$ cat src/rtl/demux4_rr_dispatcher.sv
// Round-robin sequencer for a 1-to-4 demux: a one-word holding register feeds
// four channels, with the select and one-hot valid registered alongside the word.
module demux4_rr_dispatcher #(
  parameter int DATA_W    = 8,
  parameter bit SKIP_BUSY = 1'b1,
  parameter int CNT_W     = 16
) (
  input  logic              clk,
  input  logic              rst,
  input  logic              in_valid,
  input  logic [DATA_W-1:0] in_data,
  output logic              in_ready,
  input  logic [3:0]        out_ready,
  output logic [3:0]        out_valid,
  output logic [DATA_W-1:0] out_data,
  output logic [1:0]        sel,
  output logic              busy,
  output logic [CNT_W-1:0]  dlv_cnt
);

  typedef enum logic {IDLE, SEND} state_t;

  state_t     state;
  logic [1:0] ptr;
  logic [1:0] target;
  logic [1:0] cand;
  logic       accept;
  logic       fire;

  assign fire     = busy & out_ready[sel];
  assign in_ready = (state == IDLE) | fire;
  assign accept   = in_valid & in_ready;

  // Scan from the farthest offset down so the nearest ready channel wins.
  always_comb begin
    target = ptr;
    cand   = ptr;
    if (SKIP_BUSY) begin
      for (int k = 3; k >= 0; k--) begin
        cand = ptr + 2'(k);
        if (out_ready[cand]) target = cand;
      end
    end
  end

  always_ff @(posedge clk or posedge rst) begin
    if (rst) begin
      state     <= IDLE;
      ptr       <= 2'd0;
      sel       <= 2'd0;
      out_valid <= 4'b0000;
      out_data  <= '0;
      busy      <= 1'b0;
      dlv_cnt   <= '0;
    end else begin
      if (fire) dlv_cnt <= dlv_cnt + CNT_W'(1);
      if (accept) begin
        state     <= SEND;
        busy      <= 1'b1;
        sel       <= target;
        ptr       <= target + 2'd1;
        out_data  <= in_data;
        out_valid <= 4'b0001 << target;
      end else if (fire) begin
        state     <= IDLE;
        busy      <= 1'b0;
        out_valid <= 4'b0000;
      end
    end
  end

endmodule

$ cat config.mk
export PLATFORM = sky130hd
export DESIGN_NAME = demux4_rr_dispatcher
export DESIGN_NICKNAME = d
export VERILOG_FILES = /design/src/rtl/demux4_rr_dispatcher.sv
export SDC_FILE = /design/constraint.sdc
export NUM_CORES = 1
export LEC_CHECK = 0
export ABC_AREA = 1
export CORE_MARGIN = 2
export CORE_UTILIZATION = 48
export DETAILED_ROUTE_END_ITERATION = 16
export PLACE_DENSITY = 0.91
export RECOVER_POWER = 50
export SLEW_MARGIN = 20
export SYNTH_ARGS = -nofsm -noshare
export SYNTH_HDL_FRONTEND = slang
export SYNTH_SLANG_ARGS = --single-unit
export TNS_END_PERCENT = 30
$ cat constraint.sdc
create_clock -name clk -period 1.8 [get_ports clk]
set_input_delay 0.36 -clock clk [delete_from_list [all_inputs] [get_ports clk]]
set_output_delay 0.36 -clock clk [all_outputs]
set_load 0.01 [all_outputs]
==> Implementation_results.wiki <==
{| class="wikitable"
! Metric !! Value
|-
| FF-to-FF Start || sel[0]
|-
| Part of the power in the clock network || 0.156
|-
| Drt pass-1 iters || 4
|-
| Number of buffer cells added on primary ports || 46
|-
| CTS tree || yes
|-
| Final critical delay including setup and external delays || 1.72 ns
|-
| Syn avg cell area || 8.43 µm²
|-
| Fin nets || 288
|-
| Post-synth top flop || dfrtp_1
|-
| VDD IR-drop max || 1.01 mV
|-
| Crit path launch type || input port
|-
| Run status || finished clean
|-
| Total wire length after detailed routing || 3450 µm
|-
| Largest cells by area after synthesis || dfrtp_1, nand2_1, inv_1
|-
| Count of nets left with antenna violations after detail routing || 0
|-
| Worst hold path class || reg2reg
|-
| Finished layout cell area || 0.00244 mm²
|-
| Part of the power in combinational logic || 0.523
|-
| Terminus of the critical flop-to-flop path || dlv_cnt[12]
|-
| Critical Path Fanout Max || 3
|-
| Die height || 64.4 µm
|-
| Synthesized instance count || 208
|-
| Final-report setup violation count || 0
|-
| Total Negative Setup Slacks || 0 ns
|-
| Max Clock Skew || 0.00550 ns
|-
| Clock root buffer || clkbuf_4
|-
| Pwr Density || 1550 mW/mm²
|-
| Number of antenna violations at the first check in global routing || 0
|-
| Buffer depth of the longest clock path || 2
|-
| Maximum Capacitance Violations || 0
|-
| Synthesis warning total || 0
|-
| Worst slew slack as a fraction of its limit || 0.486
|-
| Sink Count || 33
|-
| I/O pin count || 47
|-
| GR Util All Layers || 0.192
|-
| Cts bufs inserted || 5
|-
| Upper clock frequency limit || 580 MHz
|-
| Die Footprint || 0.00415 mm²
|-
| Total vias in the final route || 1,479
|-
| Highest-count cells in the layout ignoring fill and taps || nand2_1, clkdlybuf4s50_1, dfrtp_1
|-
| Switching share of power || 0.408
|-
| Switching power of the nets || 1540 µW
|-
| Worst-Margin Slew || 0.772 ns
|-
| Cell Area, Placed || 0.00235 mm²
|-
| Worst setup path startpoint || out_ready[1]
|-
| Data arrival at the endpoint of the critical path || 1.36 ns
|-
| Leakage dissipation || 0.00127 µW
|-
| Period Utilization, post-route || 0.957
|-
| Core region area || 0.00342 mm²
|-
| Via density per instance || 4.64
|-
| Largest area contributor in the synthesized netlist || dfrtp_1
|-
| Capturing element of the worst setup path || in_ready
|-
| Power share of the sequential group || 0.320
|-
| Number of diodes || 0
|-
| DRC || 0
|-
| Clock latency reported for the late side of the worst-skew pair || 0.34 ns
|-
| Iteration-0 DRC Markers || 41
|-
| Congestion Overflow GR || 0
|-
| Clock transition at the registers of the reported paths || 0.10 ns
|-
| DIE WIDTH || 64.4 µm
|-
| Worst reg2reg path depth || 12
|-
| Post-synthesis net count || 224
|-
| Number of global-route vias before repair || 1,419
|-
| Global-route wire length before repair || 6090 µm
|-
| Share of the synthesized area in the top cell type || 0.471
|-
| Number of pins with negative max-slew slack in the final report || 0
|-
| Starting Density || 0.513
|-
| Max H-tree Level || 2
|-
| Async set-reset flop share out of synthesis || 1.00
|-
| Seq/Total Area, Yosys || 0.471
|-
| Share of post-route cells with drive strength above 1 || 0.205
|-
| Maximum number of pins on one net before global-route repair || 34
|-
| Number of hold-slack violations in the final timing report || 0
|-
| Netlist Area Pre-Place || 0.00175 mm²
|-
| Cell-internal power || 2230 µW
|-
| Crit path capture type || primary output
|-
| Hpwl dp || 2590 µm
|-
| Area Overhead vs Synth || 39.0%
|-
| Required @ worst endpoint || 1.44 ns
|-
| Number of different library cells in the post-synthesis netlist || 26
|-
| Core utilization of the finished layout || 0.714
|-
| RSZ-0062 raised after global routing || false
|-
| Flip-flop and latch count after synthesis || 33
|-
| EDFF count, synth || 0
|-
| Commonest non-fill, non-tap cell in the layout || nand2_1
|-
| Rows || 21
|-
| Minimum setup slack among reg-to-reg paths || 0.15 ns
|-
| Per-cell routed wire length || 10.8 µm
|-
| Weighted congestion at the end of routability-driven global placement || 0.815
|-
| Worst setup path class || in2out
|}
==> state kept, by name, summed over array words and instances, names as in the netlist <==
name	cells
out_valid	4
out_data	8
sel	2
state	1
dlv_cnt	16
ptr	2
==> final cells by class <==
class | instances | area, µm²
Fill cell | 265 | 978
Sequential cell | 33 | 826
Multi-Input combinational cell | 143 | 785
Timing Repair Buffer | 59 | 566
Inverter | 30 | 119
Tap cell | 46 | 57.6
Clock buffer | 7 | 55.1
Clock inverter | 1 | 30.0
==> stage by stage <==
step / total power [µW] / setup slack [ns] / hold WS (ns) / cells
finish: 3770 / 0.0767 / 0.469 / 319
global route: 4080 / 0.00157 / 0.502 / 319
CTS: 3770 / 0.0495 / 0.416 / 318
detailed placement: 3170 / -0.370 / 0.461 / 309
global placement: 3130 / -0.366 / 0.455 / 309
floorplan: 2390 / 0.363 / 0.477 / 208
==> Yosys cell counts, types with 2 or more instances <==
cell	n
nor2_1	3
inv_2	2
xor2_1	9
dfrtp_1	33
nand3_2	3
nor3_1	2
nor2_2	4
inv_1	25
nor2_4	4
nand2_4	2
nand3_1	13
nand2_1	71
o21ai_0	5
nand4_1	2
nand2_2	15
xnor2_1	5
==> what timing repair did <==
action,4_1_cts,5_1_grt
pin swaps,1,1
hold buffers,0,0
setup buffers,1,1
setup endpoints to repair,1,1
resized for setup,4,3
endpoints found under the hold margin,0,0
==> layer usage <==
metal | share of wire | track usage | wire length, µm
met3 | 0.064 | 0.0642 | 219
met5 | 0 | 0 | 0
met4 | 0.015 | 0.0718 | 52
met1 | 0.44 | 0.239 | 1530
met2 | 0.48 | 0.313 | 1640
==> cell families after synthesis <==
group / Yosys count / synth area share
AO/OA/AOI/OAI: 7 / 0.0221
flip-flops: 33 / 0.471
AND/OR/NAND/NOR: 120 / 0.343
buffers and inverters: 32 / 0.0771
adder cells (fa/ha/maj): 1 / 0.00714
XOR/XNOR: 15 / 0.0792
==> critical path: stages <==
cell	delay, ns
clkdlybuf4s50_1	0.44
nand2_1	0.08
nand3_1	0.08
nand2_1	0.08
inv_2	0.05
nor2_4	0.11
inv_2	0.05
buf_6	0.11
==> worst min path at each step <==
stage | start | end | slack [ns] | cells past startpoint
CTS | rst | dlv_cnt[8] | 0.42 | 3
global route | dlv_cnt[15] | dlv_cnt[15] | 0.50 | 1
detailed placement | dlv_cnt[15] | dlv_cnt[15] | 0.46 | 1
floorplan | in_data[0] | out_data[0] | 0.48 | 2
finish | dlv_cnt[15] | dlv_cnt[15] | 0.47 | 1
global placement | dlv_cnt[15] | dlv_cnt[15] | 0.46 | 1
==> power by group through the flow <==
stage | Clock, µW | Sequential [µW] | Combinational, µW
4_1_cts | 588 | 1210 | 1980
3_3_place_gp | 0 | 1210 | 1920
2_1_floorplan | 0 | 1260 | 1130
5_1_grt | 635 | 1240 | 2210
3_5_place_dp | 0 | 1220 | 1950
6_report | 589 | 1210 | 1970
Note: power is estimated with default switching activity, not from simulation.
